### src/rtl/mem_pkg.sv
// Shared memory-port definitions: default widths, read-owner encoding, word-address helper.
package mem_pkg;

    localparam int unsigned MEM_ADDR_W     = 32;
    localparam int unsigned MEM_DATA_W     = 32;
    localparam int unsigned MEM_MAX_ADDR_W = 64;

    // Which requester owns the read data returning from the RAM this cycle.
    typedef enum logic [1:0] {
        RD_NONE = 2'd0,
        RD_I    = 2'd1,
        RD_D    = 2'd2
    } rd_owner_t;

    // Byte address to word address ({2'b00, addr[W-1:2]}); callers truncate to their width.
    function automatic logic [MEM_MAX_ADDR_W-1:0] word_addr(input logic [MEM_MAX_ADDR_W-1:0] byte_addr);
        return byte_addr >> 2;
    endfunction

endpackage

### src/rtl/mem_port_arbiter.sv
// Shares one single-port RAM between the fetch port (I) and the load/store port (D).
// D has priority; after MAX_D_RUN back-to-back D grants with I waiting, I is forced through.
// Read data returns one cycle after the grant, steered by the registered read owner.
module mem_port_arbiter
    import mem_pkg::*;
#(
    parameter int unsigned ADDR_W    = MEM_ADDR_W,
    parameter int unsigned DATA_W    = MEM_DATA_W,
    parameter int unsigned MAX_D_RUN = 4
) (
    input  logic              clk,
    input  logic              resetn,

    input  logic              i_req,
    input  logic [ADDR_W-1:0] i_addr,
    output logic              i_gnt,
    output logic              i_rvalid,
    output logic [DATA_W-1:0] i_rdata,

    input  logic              d_req,
    input  logic              d_we,
    input  logic [ADDR_W-1:0] d_addr,
    input  logic [DATA_W-1:0] d_wdata,
    output logic              d_gnt,
    output logic              d_rvalid,
    output logic [DATA_W-1:0] d_rdata,

    output logic              ram_en,
    output logic              ram_we,
    output logic [ADDR_W-1:0] ram_addr,
    output logic [DATA_W-1:0] ram_wdata,
    input  logic [DATA_W-1:0] ram_rdata
);

    localparam int unsigned CNT_W = $clog2(MAX_D_RUN + 1);

    logic [CNT_W-1:0]  run_cnt;
    rd_owner_t         rd_owner;
    logic              force_i;
    logic [ADDR_W-1:0] sel_addr;

    // Grant selection and RAM request formation; nothing is granted while in reset.
    always_comb begin
        force_i  = 1'b0;
        d_gnt    = 1'b0;
        i_gnt    = 1'b0;
        sel_addr = i_addr;
        ram_en   = 1'b0;
        ram_we   = 1'b0;
        ram_addr = '0;

        force_i  = i_req && (run_cnt == CNT_W'(MAX_D_RUN));
        d_gnt    = resetn && d_req && !force_i;
        i_gnt    = resetn && i_req && !d_gnt;
        sel_addr = d_gnt ? d_addr : i_addr;
        ram_en   = i_gnt || d_gnt;
        ram_we   = d_gnt && d_we;
        if (ram_en) begin
            ram_addr = ADDR_W'(word_addr(MEM_MAX_ADDR_W'(sel_addr)));
        end
    end

    // D-run counter (saturating) and read-data owner for the next cycle.
    always_ff @(posedge clk) begin
        if (!resetn) begin
            run_cnt  <= '0;
            rd_owner <= RD_NONE;
        end else begin
            if (i_gnt || !i_req) begin
                run_cnt <= '0;
            end else if (d_gnt && (run_cnt != CNT_W'(MAX_D_RUN))) begin
                run_cnt <= run_cnt + CNT_W'(1);
            end

            if (i_gnt) begin
                rd_owner <= RD_I;
            end else if (d_gnt && !d_we) begin
                rd_owner <= RD_D;
            end else begin
                rd_owner <= RD_NONE;
            end
        end
    end

    // Return path: data is shared, valids say whose it is.
    assign i_rvalid  = (rd_owner == RD_I);
    assign d_rvalid  = (rd_owner == RD_D);
    assign i_rdata   = ram_rdata;
    assign d_rdata   = ram_rdata;
    assign ram_wdata = d_wdata;

endmodule
### config.mk
export PLATFORM = sky130hd
export DESIGN_NAME = mem_port_arbiter
export DESIGN_NICKNAME = d
export VERILOG_FILES = /design/src/rtl/mem_pkg.sv /design/src/rtl/mem_port_arbiter.sv
export SDC_FILE = /design/constraint.sdc
export NUM_CORES = 1
export LEC_CHECK = 0
export CAP_MARGIN = 20
export CORE_AREA = 2 2 103 105
export CTS_BUF_LIST = sky130_fd_sc_hd__clkbuf_8
export DETAILED_ROUTE_END_ITERATION = 12
export DIE_AREA = 0 0 105 107
export PLACE_DENSITY = 0.65
export SYNTH_ARGS = -nofsm -noshare
export SYNTH_HDL_FRONTEND = slang
export SYNTH_SLANG_ARGS = --single-unit
export TNS_END_PERCENT = 1
### constraint.sdc
create_clock -name clk -period 1.25 [get_ports clk]
set_input_delay 0.125 -clock clk [delete_from_list [all_inputs] [get_ports clk]]
set_output_delay 0.125 -clock clk [all_outputs]
set_load 0.1 [all_outputs]
# Word level (Yosys, flattened, before mapping)
# Index checks and enable logic that the tools add are counted.
# word_totals
reg_bits	5
output_inout_bits	134
elab_cells	29
# op_classes
addsub	1
n_eq_ne	4
n_mux	4
bitwise_logic	1
reduce_logical	16
# ops
cell	n
2-to-1 mux 32 bit	1
2-to-1 mux 30 bit	1
logical AND 1 bit	8
logical NOT 1 bit	4
OR reduction 2 bit	2
adder 3 x 1 -> 3 bit, second input constant	1
== test 3 bit, second input constant	1
inequality test 3 bit, second input constant	1
== test 2 x 1 -> 1 bit, second input constant	1
== test 2 bit, second input constant	1
logical OR 1 bit	2
2-to-1 mux 2 bit	1
2-to-1 mux 1 bit	1
NOT 1 bit	1

# Depth between registers and ports, before layout
# logic_depth
depth_word	8
mapped_depth	6

# Worst setup path after synthesis
# OpenSTA, ideal clock, no wires.
# synth_path
path_kind	register to output
from	register run_cnt[0]
to	output ram_we
arrival_ps	3112
required_time_ps	1125
slack_ps	-1987
path_stages_with_launch	6
path_buffers	1
path_cell_list	dfxtp_1 -> inv_1 -> ha_1 -> and3_4 -> buf_6 -> nor3b_1
# synth_between
elab_chain_len	5
# synth_lines
item	line	text
start, declared	mem_port_arbiter.sv:37	logic [CNT_W-1:0] run_cnt;
start signal, assigned	mem_port_arbiter.sv:72	run_cnt <= run_cnt + CNT_W'(1);
== test 3 bit	mem_port_arbiter.sv:52	force_i = i_req && (run_cnt == CNT_W'(MAX_D_RUN));
logical AND 1 bit	mem_port_arbiter.sv:52	
logical NOT 1 bit	mem_port_arbiter.sv:53	d_gnt = resetn && d_req && !force_i;
logical AND 1 bit	mem_port_arbiter.sv:53	
logical AND 1 bit	mem_port_arbiter.sv:57	ram_we = d_gnt && d_we;
end, declared	mem_port_arbiter.sv:29	output logic ram_we,
# Every way passes these cells.

# Final worst setup path
# layout_path
from	register run_cnt[0]
to	output ram_addr[10]
# layout_between
elab_chain_len	8
elab_cells_between_ends	9
cone_classes	1 x eq/ne; 2 x mux; 6 x reduce/logical
# layout_lines
item	line	text
== test 3 bit (*)	mem_port_arbiter.sv:52	
logical AND 1 bit (*)	mem_port_arbiter.sv:52	
logical NOT 1 bit (*)	mem_port_arbiter.sv:53	
logical AND 1 bit (*)	mem_port_arbiter.sv:53	
logical NOT 1 bit	mem_port_arbiter.sv:54	i_gnt = resetn && i_req && !d_gnt;
logical AND 1 bit	mem_port_arbiter.sv:54	
logical OR 1 bit	mem_port_arbiter.sv:56	ram_en = i_gnt || d_gnt;
2-to-1 mux 30 bit (*)	mem_port_arbiter.sv:58	if (ram_en) begin
end, declared	mem_port_arbiter.sv:30	output logic [ADDR_W-1:0] ram_addr,
# Mark *: on every way between the ends. The rest lies on a longest branch, timed or not.

==> metrics.yaml <==
drt:
  drt-wirelength-per-cell_um: 15.8
  final_wirelength_um: 6020
  drt-vias-per-instance: 4.18
  drc: 0
  final_antenna_net_count: 0
  drt_pre_antenna_iters: 4
  detailroute.via_count: 1594
  dr.first_iter.drc_count: 55
critical_path:
  critical_path.startpoint: "run_cnt[0]"
  stage_delay_of_the_slowest_cell_on_the_critical_path_ns: 0.33
  startpoint_of_the_worst_slack_reg_to_reg_timing_path: "run_cnt[0]"
  ordered_list_of_cells_on_the_worst_path: "inv_2 > ha_4 > a21boi_4 > buf_12 > clkbuf_16 > o22ai_4 > buf_12"
  critical_path.max_fanout: 5
  critical-path-top-cell-by-count: "sky130_fd_sc_hd__buf_12"
  worstRegToRegCells: 6
  worstReg2RegEnd: "run_cnt[0]"
  criticalPathCategory: "register to primary output"
  worstSetupEndpointType: "primary output"
  critical_path.slowest_cell: "sky130_fd_sc_hd__dfxtp_2"
  critPathBufInv: 4
  cp_data_required_time_ns: 1.12
  timing.reg2reg.setup_slack_ns: -0.07
  crit_family: "buffers and inverters"
  worst-endpoint-arrival_ns: 1.56
  start_kind: "register"
synth:
  synthDominantAreaCellType: "sky130_fd_sc_hd__buf_4"
  synth_edf_count: 0
  syn_area_per_cell_sq_um: 7.62
  yosys_warnings: 0
  netlist_top_cells_area: "sky130_fd_sc_hd__buf_4, sky130_fd_sc_hd__o22ai_2, sky130_fd_sc_hd__nand3_1"
  netlist_top_cells_count: "sky130_fd_sc_hd__buf_4, sky130_fd_sc_hd__nand3_1, sky130_fd_sc_hd__o22ai_2, sky130_fd_sc_hd__buf_6"
  synth-seq-cells: 5
  synth.lib_cells_used.distinct: 23
  syn-instance-count: 238
  seq_area_frac_synth_pct: 5.52
  synth_area_sq_um: 1810
  ys_async_sr_fraction_pct: 0
  synth.top_cell.area_share_pct: 40.6
  synthMostInstantiatedCell: "sky130_fd_sc_hd__buf_4"
  synth-main-ff-cell: "sky130_fd_sc_hd__dfxtp_1"
sta:
  postLayoutSetupSlackWorst_ns: -0.437
  finalHoldViolations: 0
  maxSlewViolCount: 0
  final.min_clock_period_ns: 1.69
  timing.clock.skew_ns: 0.00201
  final.period_utilization_pct: 135
  fin_setup_tns_ns: -13.67
  grt_setup_unrepaired: "yes"
  finalSetupViolCount: 35
  clock.fmax_mhz: 593
clock_tree:
  insertion_delay_ns: 0.23
  tritoncts: "done"
  cts_hold_buffers: 0
  clock-root-buffer: "sky130_fd_sc_hd__clkbuf_8"
  bufs_on_longest_clock_path: 2
  tritoncts_num_sinks: 5
  cts_inserted_buffers: 3
  cts-htree-levels: 1
  path_clk_slew_ns: 0.03
die:
  die-height_um: 107
  fp.coreArea_sq_um: 10100
  floorplan.rows: 37
  die-area_sq_um: 11200
  die_width_um: 105
  floorplan.io_pins: 267
  initial_utilization_pct: 18.0
grt:
  grt_start_max_net_pins: 41
  grt_antenna_before_repair: 0
  first_global_vias: 1670
  sum_of_overflow_across_all_layers_after_global_routing: 0
  grt_util_all_layers_pct: 9.98
  grt_first_pass_wirelength_um: 9060
layout:
  nNetsFinal: 381
  post_route_cells_drive_above_1_share_pct: 44.1
  finalNonFillerCells: 381
  syn2layout_area_growth_pct: 72.3
  insertedDiodeCount: 0
placement:
  minimum_setup_slack_after_placement_ns: -0.380
  buffer_ports.inserted: 100
  number_of_placed_instances_taps_included: 371
  finalWeightedCongestion: 0.678
  place.detailed.hpwl_um: 4650
outcome:
  status: "finished, violations left"
  violations: "setup timing"
pwr:
  p_per_area_nw_per_um2: 624
  design_power_total_mw: 1.95
  power_leakage_nw: 1.05
  irDropWorstVdd_uv: 309
worst_hold_path:
  timing.hold.worst_path_depth: 0
  min_from: "d_wdata[25]"
  whs_endpoint: "ram_wdata[25]"
  hold_path_class: "primary input to primary output"
run:
  cap_viol_max_count: 0
[repair_timing]
| item | CTS | global route |
|---|---|---|
| endpoints found under the setup margin | 35 | 36 |
| pin swaps | 23 | 10 |
| setup buffers | 0 | 3 |
| gates resized for setup | 5 | 3 |
| gates cloned | 0 | 3 |
[how the worst max path moves through the flow]
stage                              end  cells after the start
after floorplan                 ram_we                      5
after global placement    ram_addr[13]                      5
after CTS                 ram_addr[13]                      6
after global routing       ram_addr[6]                      7
after detailed placement  ram_addr[13]                      5
final                     ram_addr[10]                      7
[cells by family (layout without fill, tap and decap cells)]
kind of cell	after synthesis	count (layout)	synth area share (%)
AO/OA/AOI/OAI	33	33	21.7
other	1	2	0.207
AND/OR/NAND/NOR	75	75	21.9
buffers and inverters	122	128	49.3
adder cells (fa/ha/maj)	2	2	1.38
flip-flops	5	5	5.52
[routing by layer]
metal | part of all wire (%) | track usage (%) | vias to the layer above
met5 | 0 | 0 | -
met1 | 37 | 10.4 | 744
met2 | 50 | 17.1 | 78
li1 | - | - | 739
met4 | 4.0 | 5.43 | 0
met3 | 9.3 | 4.01 | 33
[cells in the final DEF, fill, tap and decap left out, types with 2 or more instances in the layout]
cell and count:
sky130_fd_sc_hd__nand3_1 61, sky130_fd_sc_hd__clkdlybuf4s50_1 61, sky130_fd_sc_hd__buf_12 45, sky130_fd_sc_hd__o22ai_4 30, sky130_fd_sc_hd__buf_4 8, sky130_fd_sc_hd__clkbuf_8 3
sky130_fd_sc_hd__buf_6 3, sky130_fd_sc_hd__dfxtp_1 3, sky130_fd_sc_hd__inv_2 2, sky130_fd_sc_hd__nor2_4 2, sky130_fd_sc_hd__nor2b_2 2, sky130_fd_sc_hd__conb_1 2
sky130_fd_sc_hd__clkbuf_16 2, sky130_fd_sc_hd__dfxtp_2 2
[layout make-up]
type	count	area, sq um
fillers	1051	6970
repair buffers	122	1680
multi-input cells	112	1120
well taps	136	170
flip-flops and latches	5	103
clock buffers	3	41.3
inverters	2	7.51
clock inverters	1	3.75
[registers in the layout, summed over array words and instances (netlist names)]
name / flops
run_cnt: 3
rd_owner: 2
[power by group]
part	leakage (nW)	switching (mW)	total, mW	internal (mW)
logic	0.986	0.839	1.49	0.649
clock network	0.0269	0.0846	0.295	0.211
registers	0.0417	0.00286	0.168	0.165
total	1.05	0.926	1.95	1.03
[per-stage QoR]
| stage | hold slack, ns | utilization (%) | instance area [sq um] |
|---|---|---|---|
| after detailed placement | 0.251 | 29.3 | 2960 |
| after global placement | 0.251 | 29.3 | 2960 |
| final | 0.250 | 31.0 | 3130 |
| after CTS | 0.251 | 29.9 | 3020 |
| after global routing | 0.250 | 31.0 | 3130 |
| after floorplan | 0.195 | - | 2100 |
Note: power is estimated with default switching activity, not from simulation.
